===== src/rtl/flappy_game_if.sv =====
// Event and status bundle between the FlappyBird game controller and the
// keypad / display / renderer side of the system.
interface flappy_game_if;
    logic       frame_tick;
    logic       key_ready;
    logic       collide;
    logic       pipe_pass;
    logic [1:0] state;
    logic [8:0] bird_y;
    logic [7:0] score;
    logic       scroll_en;
    logic       is_dead;

    // Environment side: produces events, consumes game status.
    modport master (
        output frame_tick, key_ready, collide, pipe_pass,
        input  state, bird_y, score, scroll_en, is_dead
    );

    // Controller side: consumes events, produces game status.
    modport slave (
        input  frame_tick, key_ready, collide, pipe_pass,
        output state, bird_y, score, scroll_en, is_dead
    );
endinterface


===== src/rtl/flappy_game_ctrl.sv =====
// FlappyBird game-state controller: WAIT/FLY/DEAD state machine, bird
// vertical physics, flap capture, BCD scoring and the post-death restart hold.
// All status outputs come straight from registers.
module flappy_game_ctrl #(
    parameter int Y_INIT    = 240,
    parameter int Y_MIN     = 0,
    parameter int Y_MAX     = 464,
    parameter int GRAVITY   = 1,
    parameter int FLAP_V    = 8,
    parameter int V_MAX     = 8,
    parameter int DEAD_HOLD = 60
) (
    input  logic          clk,
    input  logic          rst,
    flappy_game_if.slave  bus
);

    typedef enum logic [1:0] {
        ST_WAIT = 2'd0,
        ST_FLY  = 2'd1,
        ST_DEAD = 2'd2
    } state_t;

    localparam int HOLD_W = $clog2(DEAD_HOLD + 1);

    localparam logic        [8:0]  Y_INIT_V  = 9'(Y_INIT);
    localparam logic        [8:0]  Y_MIN_V   = 9'(Y_MIN);
    localparam logic        [8:0]  Y_MAX_V   = 9'(Y_MAX);
    localparam logic signed [10:0] Y_MIN_S   = 11'(Y_MIN);
    localparam logic signed [10:0] Y_MAX_S   = 11'(Y_MAX);
    localparam logic signed [5:0]  FLAP_NEG  = 6'(-FLAP_V);
    localparam logic signed [6:0]  GRAV_S    = 7'(GRAVITY);
    localparam logic signed [6:0]  V_MAX_S   = 7'(V_MAX);
    localparam logic [HOLD_W-1:0]  HOLD_DONE = HOLD_W'(DEAD_HOLD);

    // Saturating two-digit packed-BCD increment (8'h99 stays 8'h99).
    function automatic logic [7:0] bcd_inc(input logic [7:0] value);
        logic [7:0] result;
        if (value == 8'h99) begin
            result = 8'h99;
        end else if (value[3:0] == 4'd9) begin
            result = {value[7:4] + 4'd1, 4'd0};
        end else begin
            result = {value[7:4], value[3:0] + 4'd1};
        end
        return result;
    endfunction

    state_t               state_r;
    logic [8:0]           bird_y_r;
    logic signed [5:0]    vel_r;
    logic [7:0]           score_r;
    logic                 flap_req_r;
    logic [HOLD_W-1:0]    hold_cnt_r;
    logic                 key_prev_r;
    logic                 scroll_en_r;
    logic                 is_dead_r;

    logic                 key_edge_s;
    logic signed [6:0]    vel_grav_s;
    logic signed [5:0]    vel_new_s;
    logic signed [10:0]   y_next_s;
    logic                 hit_ceil_s;
    logic                 hit_floor_s;
    logic                 die_s;

    // Key edge, next velocity, next position and the death condition for a FLY tick.
    always_comb begin
        key_edge_s  = bus.key_ready & ~key_prev_r;
        vel_grav_s  = $signed({vel_r[5], vel_r}) + GRAV_S;
        if (flap_req_r || key_edge_s) begin
            vel_new_s = FLAP_NEG;
        end else if (vel_grav_s > V_MAX_S) begin
            vel_new_s = V_MAX_S[5:0];
        end else begin
            vel_new_s = vel_grav_s[5:0];
        end
        y_next_s    = $signed({2'b00, bird_y_r}) + $signed({{5{vel_new_s[5]}}, vel_new_s});
        hit_ceil_s  = (y_next_s < Y_MIN_S);
        hit_floor_s = (y_next_s >= Y_MAX_S);
        die_s       = bus.frame_tick & ((hit_floor_s & ~hit_ceil_s) | bus.collide);
    end

    // Game state machine with all physics, score and hold registers.
    always_ff @(posedge clk) begin
        if (rst) begin
            state_r     <= ST_WAIT;
            bird_y_r    <= Y_INIT_V;
            vel_r       <= 6'sd0;
            score_r     <= 8'h00;
            flap_req_r  <= 1'b0;
            hold_cnt_r  <= '0;
            key_prev_r  <= 1'b1;
            scroll_en_r <= 1'b0;
            is_dead_r   <= 1'b0;
        end else begin
            key_prev_r <= bus.key_ready;
            case (state_r)
                ST_WAIT: begin
                    bird_y_r   <= Y_INIT_V;
                    flap_req_r <= 1'b0;
                    hold_cnt_r <= '0;
                    if (key_edge_s) begin
                        state_r     <= ST_FLY;
                        vel_r       <= FLAP_NEG;
                        score_r     <= 8'h00;
                        scroll_en_r <= 1'b1;
                        is_dead_r   <= 1'b0;
                    end else begin
                        vel_r       <= 6'sd0;
                        scroll_en_r <= 1'b0;
                        is_dead_r   <= 1'b0;
                    end
                end
                ST_FLY: begin
                    // A tick consumes any pending flap; otherwise edges collapse into one request.
                    if (bus.frame_tick) begin
                        flap_req_r <= 1'b0;
                        if (hit_ceil_s) begin
                            bird_y_r <= Y_MIN_V;
                            vel_r    <= 6'sd0;
                        end else if (hit_floor_s) begin
                            bird_y_r <= Y_MAX_V;
                            vel_r    <= vel_new_s;
                        end else begin
                            bird_y_r <= y_next_s[8:0];
                            vel_r    <= vel_new_s;
                        end
                    end else if (key_edge_s) begin
                        flap_req_r <= 1'b1;
                    end else begin
                        flap_req_r <= flap_req_r;
                    end
                    // Death outranks a coincident pipe pass.
                    if (die_s) begin
                        state_r     <= ST_DEAD;
                        scroll_en_r <= 1'b0;
                        is_dead_r   <= 1'b1;
                        hold_cnt_r  <= '0;
                    end else if (bus.pipe_pass) begin
                        score_r <= bcd_inc(score_r);
                    end else begin
                        score_r <= score_r;
                    end
                end
                ST_DEAD: begin
                    flap_req_r <= 1'b0;
                    if (bus.frame_tick && (hold_cnt_r != HOLD_DONE)) begin
                        hold_cnt_r <= hold_cnt_r + 1'b1;
                    end else begin
                        hold_cnt_r <= hold_cnt_r;
                    end
                    // Restart key is only honoured once the hold has fully elapsed.
                    if (key_edge_s && (hold_cnt_r == HOLD_DONE)) begin
                        state_r     <= ST_WAIT;
                        bird_y_r    <= Y_INIT_V;
                        vel_r       <= 6'sd0;
                        scroll_en_r <= 1'b0;
                        is_dead_r   <= 1'b0;
                    end else begin
                        scroll_en_r <= 1'b0;
                        is_dead_r   <= 1'b1;
                    end
                end
                default: begin
                    state_r     <= ST_WAIT;
                    bird_y_r    <= Y_INIT_V;
                    vel_r       <= 6'sd0;
                    flap_req_r  <= 1'b0;
                    hold_cnt_r  <= '0;
                    scroll_en_r <= 1'b0;
                    is_dead_r   <= 1'b0;
                end
            endcase
        end
    end

    assign bus.state     = state_r;
    assign bus.bird_y    = bird_y_r;
    assign bus.score     = score_r;
    assign bus.scroll_en = scroll_en_r;
    assign bus.is_dead   = is_dead_r;

endmodule


===== src/flat_wrapper.sv =====
// flat-port wrapper written by rule: the top's interface ports become plain ports
module flappy_game_ctrl_flat 
#(
    parameter int Y_INIT    = 240,
    parameter int Y_MIN     = 0,
    parameter int Y_MAX     = 464,
    parameter int GRAVITY   = 1,
    parameter int FLAP_V    = 8,
    parameter int V_MAX     = 8,
    parameter int DEAD_HOLD = 60
)
  (clk, rst, bus_frame_tick, bus_key_ready, bus_collide, bus_pipe_pass, bus_state, bus_bird_y, bus_score, bus_scroll_en, bus_is_dead);
  flappy_game_if bus_i ();
  input  logic clk;
  input  logic rst;
  input wire logic [$bits(bus_i.frame_tick)-1:0] bus_frame_tick;
  input wire logic [$bits(bus_i.key_ready)-1:0] bus_key_ready;
  input wire logic [$bits(bus_i.collide)-1:0] bus_collide;
  input wire logic [$bits(bus_i.pipe_pass)-1:0] bus_pipe_pass;
  output wire logic [$bits(bus_i.state)-1:0] bus_state;
  output wire logic [$bits(bus_i.bird_y)-1:0] bus_bird_y;
  output wire logic [$bits(bus_i.score)-1:0] bus_score;
  output wire logic [$bits(bus_i.scroll_en)-1:0] bus_scroll_en;
  output wire logic [$bits(bus_i.is_dead)-1:0] bus_is_dead;
  assign bus_i.frame_tick = bus_frame_tick;
  assign bus_i.key_ready = bus_key_ready;
  assign bus_i.collide = bus_collide;
  assign bus_i.pipe_pass = bus_pipe_pass;
  assign bus_state = bus_i.state;
  assign bus_bird_y = bus_i.bird_y;
  assign bus_score = bus_i.score;
  assign bus_scroll_en = bus_i.scroll_en;
  assign bus_is_dead = bus_i.is_dead;
  flappy_game_ctrl #(.Y_INIT(Y_INIT), .Y_MIN(Y_MIN), .Y_MAX(Y_MAX), .GRAVITY(GRAVITY), .FLAP_V(FLAP_V), .V_MAX(V_MAX), .DEAD_HOLD(DEAD_HOLD)) u_core (.clk(clk), .rst(rst), .bus(bus_i));
endmodule

===== config.mk =====
export PLATFORM = sky130hd
export DESIGN_NAME = flappy_game_ctrl_flat
export DESIGN_NICKNAME = d
export VERILOG_FILES = /design/src/rtl/flappy_game_if.sv /design/src/rtl/flappy_game_ctrl.sv /design/src/flat_wrapper.sv
export SDC_FILE = /design/constraint.sdc
export NUM_CORES = 1
export LEC_CHECK = 0
export BUFFER_PORTS_ARGS = -buffer_cell sky130_fd_sc_hd__buf_4
export CAP_MARGIN = 40
export CELL_PAD_IN_SITES_DETAIL_PLACEMENT = 0
export CELL_PAD_IN_SITES_GLOBAL_PLACEMENT = 1
export CORE_MARGIN = 2
export CORE_UTILIZATION = 47
export DETAILED_ROUTE_END_ITERATION = 6
export GPL_ROUTABILITY_DRIVEN = 1
export PLACE_DENSITY_LB_ADDON = 0.1
export SLEW_MARGIN = 10
export SYNTH_ARGS = -nofsm -noshare
export SYNTH_HDL_FRONTEND = slang
export SYNTH_SLANG_ARGS = --single-unit

===== constraint.sdc =====
create_clock -name clk -period 6.7 [get_ports clk]
set_clock_uncertainty 0.05 [all_clocks]
set_input_delay 0 -clock clk [delete_from_list [all_inputs] [get_ports clk]]
set_output_delay 0 -clock clk [all_outputs]
set_load 0.05 [all_outputs]

# Word level (Yosys, flattened, before mapping)
# Cells that the tools add are included.
totals:
  regBits: 35
  latch_bits: 0
  mem_bits_rw: 0
  romBits: 0
  in_bits: 6
  word_cells: 81
  mem_count: 0
op_classes:
  n_addsub: 5
  n_mul: 0
  n_div: 0
  order_cmp: 3
  eq_ne: 14
  n_shift: 0
  mux: 31
  bitwise: 7
  reduce_logical: 11
ops:
  columns: ["cell", "n"]
  rows:
  - ["$mux 6", 8]
  - ["$mux 8", 5]
  - ["$mux 9", 4]
  - ["$pmux 6 s3", 1]
  - ["$pmux 9 s2", 1]
  - ["$pmux 8 s2", 1]
  - ["$pmux 6 s2", 1]
  - ["$add 10x6->11", 1]
  - ["$ge 11x10->1 const B", 1]
  - ["$lt 11x1->1 const B", 1]
  - ["$add 4x1->4 const B", 2]
  - ["$eq 8x8->1 const B", 1]
  - ["$ne 2x1->1 const B", 4]
  - ["$add 6x2->7 const B", 1]
  - ["$gt 7x5->1 const B", 1]
  - ["$add 6x1->6 const B", 1]
  - ["$eq 6x6->1 const B", 1]
  - ["$mux 2", 3]
  - ["$ne 2x2->1 const B", 3]
  - ["$ne 6x6->1 const B", 1]
  - ["$pmux 2 s3", 1]
  - ["$reduce_and 5->1", 1]
  - ["$eq 4x4->1 const B", 1]
  - ["$mux 1", 4]
  - ["15 further kinds", 22]

# Depth between registers and ports, before layout
depth:
  depth_word: 12
  ltp_mapped: 21
  depth_no_buf: 19

# Least setup slack after synthesis
# Ideal clock, no wire load.
synth_path:
  kind: "register to register"
  start: "register u_core.vel_r[0]"
  end: "register u_core.score_r[3] (netlist: u_core.bus.score[3])"
  arrival_ns: 4.013
  setup_slack_ns: 2.568
  path_stages_with_launch: 20
  path_buffers: 1
  synth_period_minus_slack_ns: 4.132
  path_cell_list: "dfxtp_1 > ha_1 > nand2_1 > a21oi_1 > xnor2_1 > o31ai_1 > nand2_1 > nor2_1 > ha_1 > fa_1 > a21oi_1 > o21ai_1 > o22ai_2 > o21ai_0 > ha_1 > clkbuf_1 > nor3_1 > o31a_1 > or4_1 > o21ai_1"
synth_via:
  elab_chain_cells: 12
synth_lines:
  columns: ["element", "line", "source"]
  rows:
  - ["start: declaration", "flappy_game_ctrl.sv:51", "logic signed [5:0] vel_r;"]
  - ["start signal: assignment", "flappy_game_ctrl.sv:124", "vel_r <= vel_new_s;"]
  - ["start signal: assignment", "flappy_game_ctrl.sv:127", "vel_r <= vel_new_s;"]
  - ["$add 6x2->7 (*)", "flappy_game_ctrl.sv:70", "vel_grav_s = $signed({vel_r[5], vel_r}) + GRAV_S;"]
  - ["$gt 7x5->1", "flappy_game_ctrl.sv:73", "end else if (vel_grav_s > V_MAX_S) begin"]
  - ["$mux 6 (*)", "flappy_game_ctrl.sv:73", null]
  - ["$mux 6 (*)", "flappy_game_ctrl.sv:71", "if (flap_req_r || key_edge_s) begin"]
  - ["$add 10x6->11 (*)", "flappy_game_ctrl.sv:78", "y_next_s = $signed({2'b00, bird_y_r}) + $signed({{5{vel_new_s[5]}}, vel_new_s});"]
  - ["$lt 11x1->1", "flappy_game_ctrl.sv:79", "hit_ceil_s = (y_next_s < Y_MIN_S);"]
  - ["$not 1->1", "flappy_game_ctrl.sv:81", "die_s = bus.frame_tick & ((hit_floor_s & ~hit_ceil_s) | bus.collide);"]
  - ["$and 1x1->1 (*)", "flappy_game_ctrl.sv:81", null]
  - ["$or 1x1->1 (*)", "flappy_game_ctrl.sv:81", null]
  - ["$and 1x1->1 (*)", "flappy_game_ctrl.sv:81", null]
  - ["$ne 2x2->1 (no source line) (*)", null, null]
  - ["$reduce_and 4->1 (no source line) (*)", null, null]
  - ["end signal: assignment", "flappy_game_ctrl.sv:141", "score_r <= bcd_inc(score_r);"]
  - ["end signal: assignment", "flappy_game_ctrl.sv:143", "score_r <= score_r;"]
  - ["end: declaration", "flappy_game_ctrl.sv:52", "logic [7:0] score_r;"]
# Mark *: on every way between the ends. The rest lies on a longest branch, timed or not.
# A chain may end at the register's enable or synchronous reset.

# Worst setup path in the final report
layout_path:
  start: "register u_core.vel_r[0]"
  end: "register u_core.state_r[1] (netlist: u_core.bus.state[1])"
layout_via:
  elab_chain_cells: 12
layout_lines:
  columns: ["element", "line", "source"]
  rows:
  - ["$add 6x2->7 (*)", "flappy_game_ctrl.sv:70", null]
  - ["$gt 7x5->1", "flappy_game_ctrl.sv:73", null]
  - ["$mux 6 (*)", "flappy_game_ctrl.sv:73", null]
  - ["$mux 6 (*)", "flappy_game_ctrl.sv:71", null]
  - ["$add 10x6->11 (*)", "flappy_game_ctrl.sv:78", null]
  - ["$lt 11x1->1", "flappy_game_ctrl.sv:79", null]
  - ["$not 1->1", "flappy_game_ctrl.sv:81", null]
  - ["$and 1x1->1 (*)", "flappy_game_ctrl.sv:81", null]
  - ["$or 1x1->1 (*)", "flappy_game_ctrl.sv:81", null]
  - ["$and 1x1->1 (*)", "flappy_game_ctrl.sv:81", null]
  - ["$ne 2x1->1 (no source line) (*)", null, null]
  - ["$reduce_and 3->1 (no source line) (*)", null, null]
  - ["end signal: assignment", "flappy_game_ctrl.sv:87", "state_r <= ST_WAIT;"]
  - ["end signal: assignment", "flappy_game_ctrl.sv:104", "state_r <= ST_FLY;"]
  - ["end signal: assignment", "flappy_game_ctrl.sv:136", "state_r <= ST_DEAD;"]
  - ["end: declaration", "flappy_game_ctrl.sv:49", "state_t state_r;"]
# Marks and branches as above.

==> flow_summary.json <==
{
  "finalPower_uw": 653.1,
  "rsz0062_at_grt": "false",
  "ir_worst_vdd_mv": 0.1329,
  "setup_viol": 0,
  "crit_arrival_ns": 4.72,
  "drc": 0,
  "cts_resized": 0,
  "syn-cell-area_um2": 2420,
  "die_width_um": 75.76,
  "end_kind": "flip-flop",
  "power.density_nw_per_um2": 232.3,
  "clk_pin_slew_worst_paths_ns": 0.08,
  "globalplace.congestion": 0.9000,
  "die_area_um2": 5739,
  "synth_common_cells": "dfxtp_1, nand2_1, nor2_1",
  "leakage_uw": 0.001120,
  "syn_nets": 331,
  "synth_warnings": 0,
  "syn_avg_cell_area_um2": 7.986,
  "fin_crit_ns": 4.567,
  "yosysTopAreaCellShare_pct": 28.96,
  "status": "finished clean",
  "place_inst": 389,
  "fin_crit_sh_pct": 68.16,
  "fin_tns_setup_ns": 0,
  "synth_seq_cells": 35,
  "critPathMaxStageDelay_ns": 0.59,
  "hold_path.class": "input port to flip-flop",
  "wl_per_cell_um": 14.60,
  "grt_pass1_vias": 2083,
  "initialDrtViolationCount": 101,
  "cp_num_buf_inv": 0,
  "crit_type": "flip-flop to flip-flop",
  "slew_violations": 0,
  "clock_path_buffers": 2,
  "cts_root_buf": "clkbuf_8",
  "viasPerCell": 5.782,
  "crit_chain": "ha_1, nand2_1, a21oi_1, xnor2_1, o31ai_1, nand2_1, nor2_1, ha_1, fa_1, a21oi_1, o21ai_1, o22ai_2, o21ai_0, ha_1, nor4_1, o31a_1, a31oi_1, a311oi_1",
  "cp_max_fo": 10,
  "grtUsageMet1_pct": 28.38,
  "cts-htree-levels": 2,
  "drive_above_1_share_pct": 14.29,
  "cts_tree": "done",
  "cp-start-kind": "flip-flop",
  "synth_edf_count": 0,
  "ys_seq_area_share_pct": 28.96,
  "critPathSlowestCell": "nor4_1",
  "maxCapViolations": 0,
  "synthTopCellsByArea": "dfxtp_1, ha_1, a21oi_1, nand2_1, nor2_1",
  "grt_busiest_layer": "met2",
  "use_met3_pct": 4.233,
  "fillers": 497,
  "globalRouteTotalUtil_pct": 21.91,
  "ant_nets": 0,
  "layout.cells.non_filler": 399,
  "overflow": 0,
  "synthDistinctLibCells": 55,
  "antenna_cells": 0,
  "grt_pass1_wl_um": 9611,
  "crit_top_cell": "ha_1",
  "synthArstFlopShare_pct": 0,
  "antenna_found_initial": 0,
  "dp_hpwl_um": 4334,
  "portBuffers": 26,
  "io_pins": 27,
  "firstDrtPassIters": 4,
  "final_nets": 356,
  "worstMarginPinSlew_ns": 0.8097,
  "insertion_delay_ns": 0.29,
  "finalHoldViolations": 0,
  "final_util_pct": 55.76,
  "use_met2_pct": 36.88,
  "initial_core_util_pct": 47.99,
  "crit_family": "compound AO/OA/AOI/OAI gates",
  "cts_inserted_buffers": 5,
  "synth_flop_cell": "dfxtp_1",
  "yosys.area.top_type": "dfxtp_1",
  "max_slew_margin_pct": 45.53,
  "critPathRequiredTime_ns": 6.85,
  "cts.sinks": 35,
  "drt-total-wl_um": 5826,
  "row_count": 26,
  "syn_inst": 303,
  "die_h_um": 75.76,
  "grt_max_degree": 30,
  "area_growth_pct": 16.18,
  "core_um2": 5042,
  "fmax_mhz": 219.0,
  "synth.most_common_cell": "dfxtp_1",
  "via_count": 2307
}
## power breakdown
group          total (uW)  internal, uW  switching (uW)
Combinational         201          73.4             127
Sequential            219           213            5.86
Clock                 234           149            85.3
Total                 653           435             218
## cell usage in the layout (no fill, tap or decap), types with 13 or more instances in the layout
cell type   n
a21oi_1    24
buf_4      26
dfxtp_1    35
ha_1       21
inv_1      18
nand2_1    25
nand3_1    13
nor2_1     25
o21ai_0    13
## worst reg2reg max path, cell delays in order (launching register included)
cell and delay, ns:
dfxtp_1 0.41, ha_1 0.29, nand2_1 0.12, a21oi_1 0.17
xnor2_1 0.14, o31ai_1 0.10, nand2_1 0.10, nor2_1 0.04
ha_1 0.22, fa_1 0.41, a21oi_1 0.25, o21ai_1 0.15
o22ai_2 0.16, o21ai_0 0.10, ha_1 0.41, nor4_1 0.59
o31a_1 0.38, a31oi_1 0.13, a311oi_1 0.24
## cell families (layout without fill, tap and decap cells)
kind of cell | Yosys count | in the layout | synth area share [%]
flip-flops | 35 | 35 | 28.96
XOR/XNOR | 8 | 8 | 2.896
AND/OR/NAND/NOR | 109 | 109 | 22.70
adder cells (fa/ha/maj) | 22 | 22 | 11.69
multiplexers | 3 | 3 | 1.344
buffers and inverters | 28 | 54 | 4.757
AO/OA/AOI/OAI | 98 | 98 | 27.66
## worst paths after layout
kind | from | to | slack, ns | cells after the start
setup / recovery | u_core.vel_r[0] | u_core.bus.state[1] | 2.13 | 18
hold / removal | rst | u_core.bus.bird_y[2] | 0.03 | 2
setup reg to reg | u_core.vel_r[0] | u_core.bus.state[1] | 2.13 | 18
hold reg to reg | u_core.bus.bird_y[8] | u_core.bus.bird_y[8] | 0.45 | 2
## layout make-up
| class | count | area [um2] | share of cell area [%] |
|---|---|---|---|
| Inverter | 18 | 67.56 | 2.403 |
| Multi-Input combinational cell | 240 | 1604 | 57.05 |
| Timing Repair Buffer | 28 | 215.2 | 7.655 |
| Clock inverter | 3 | 67.56 | 2.403 |
| Clock buffer | 5 | 68.82 | 2.448 |
| Sequential cell | 35 | 700.7 | 24.92 |
| Tap cell | 70 | 87.58 | 3.115 |
## repair_timing
action,CTS,global route
setup buffers,0,0
endpoints found under the hold margin,2,0
endpoints found under the setup margin,0,0
hold buffers,2,0
## per-layer routing
metal	vias to the layer above	routed length [um]	part of all wire, %
met4	0	68	1.2
met1	1071	2700	46
met2	49	2831	49
met5	-	0	0
li1	1182	-	-
met3	5	227	3.9
## sequential cells by signal, summed over array words and instances (netlist names)
| register | count |
|---|---|
| u_core.bus.state | 2 |
| u_core.hold_cnt_r | 6 |
| u_core.bus.bird_y | 9 |
| u_core.flap_req_r | 1 |
| u_core.vel_r | 6 |
| u_core.bus.score | 8 |
| u_core.bus.scroll_en | 1 |
| u_core.key_prev_r | 1 |
| u_core.bus.is_dead | 1 |
## stage by stage
stage / worst slack (ns) / hold slack [ns] / cell area (um2)
2_1_floorplan: 2.568 / 0.02931 / 2420
3_3_place_gp: 2.341 / 0.1530 / 2655
3_5_place_dp: 2.157 / 0.1576 / 2655
4_1_cts: 2.147 / 0.02072 / 2811
5_1_grt: 1.660 / 0.03061 / 2811
6_report: 2.133 / 0.03203 / 2811
No activity file was read; power rests on OpenSTA's default activity.
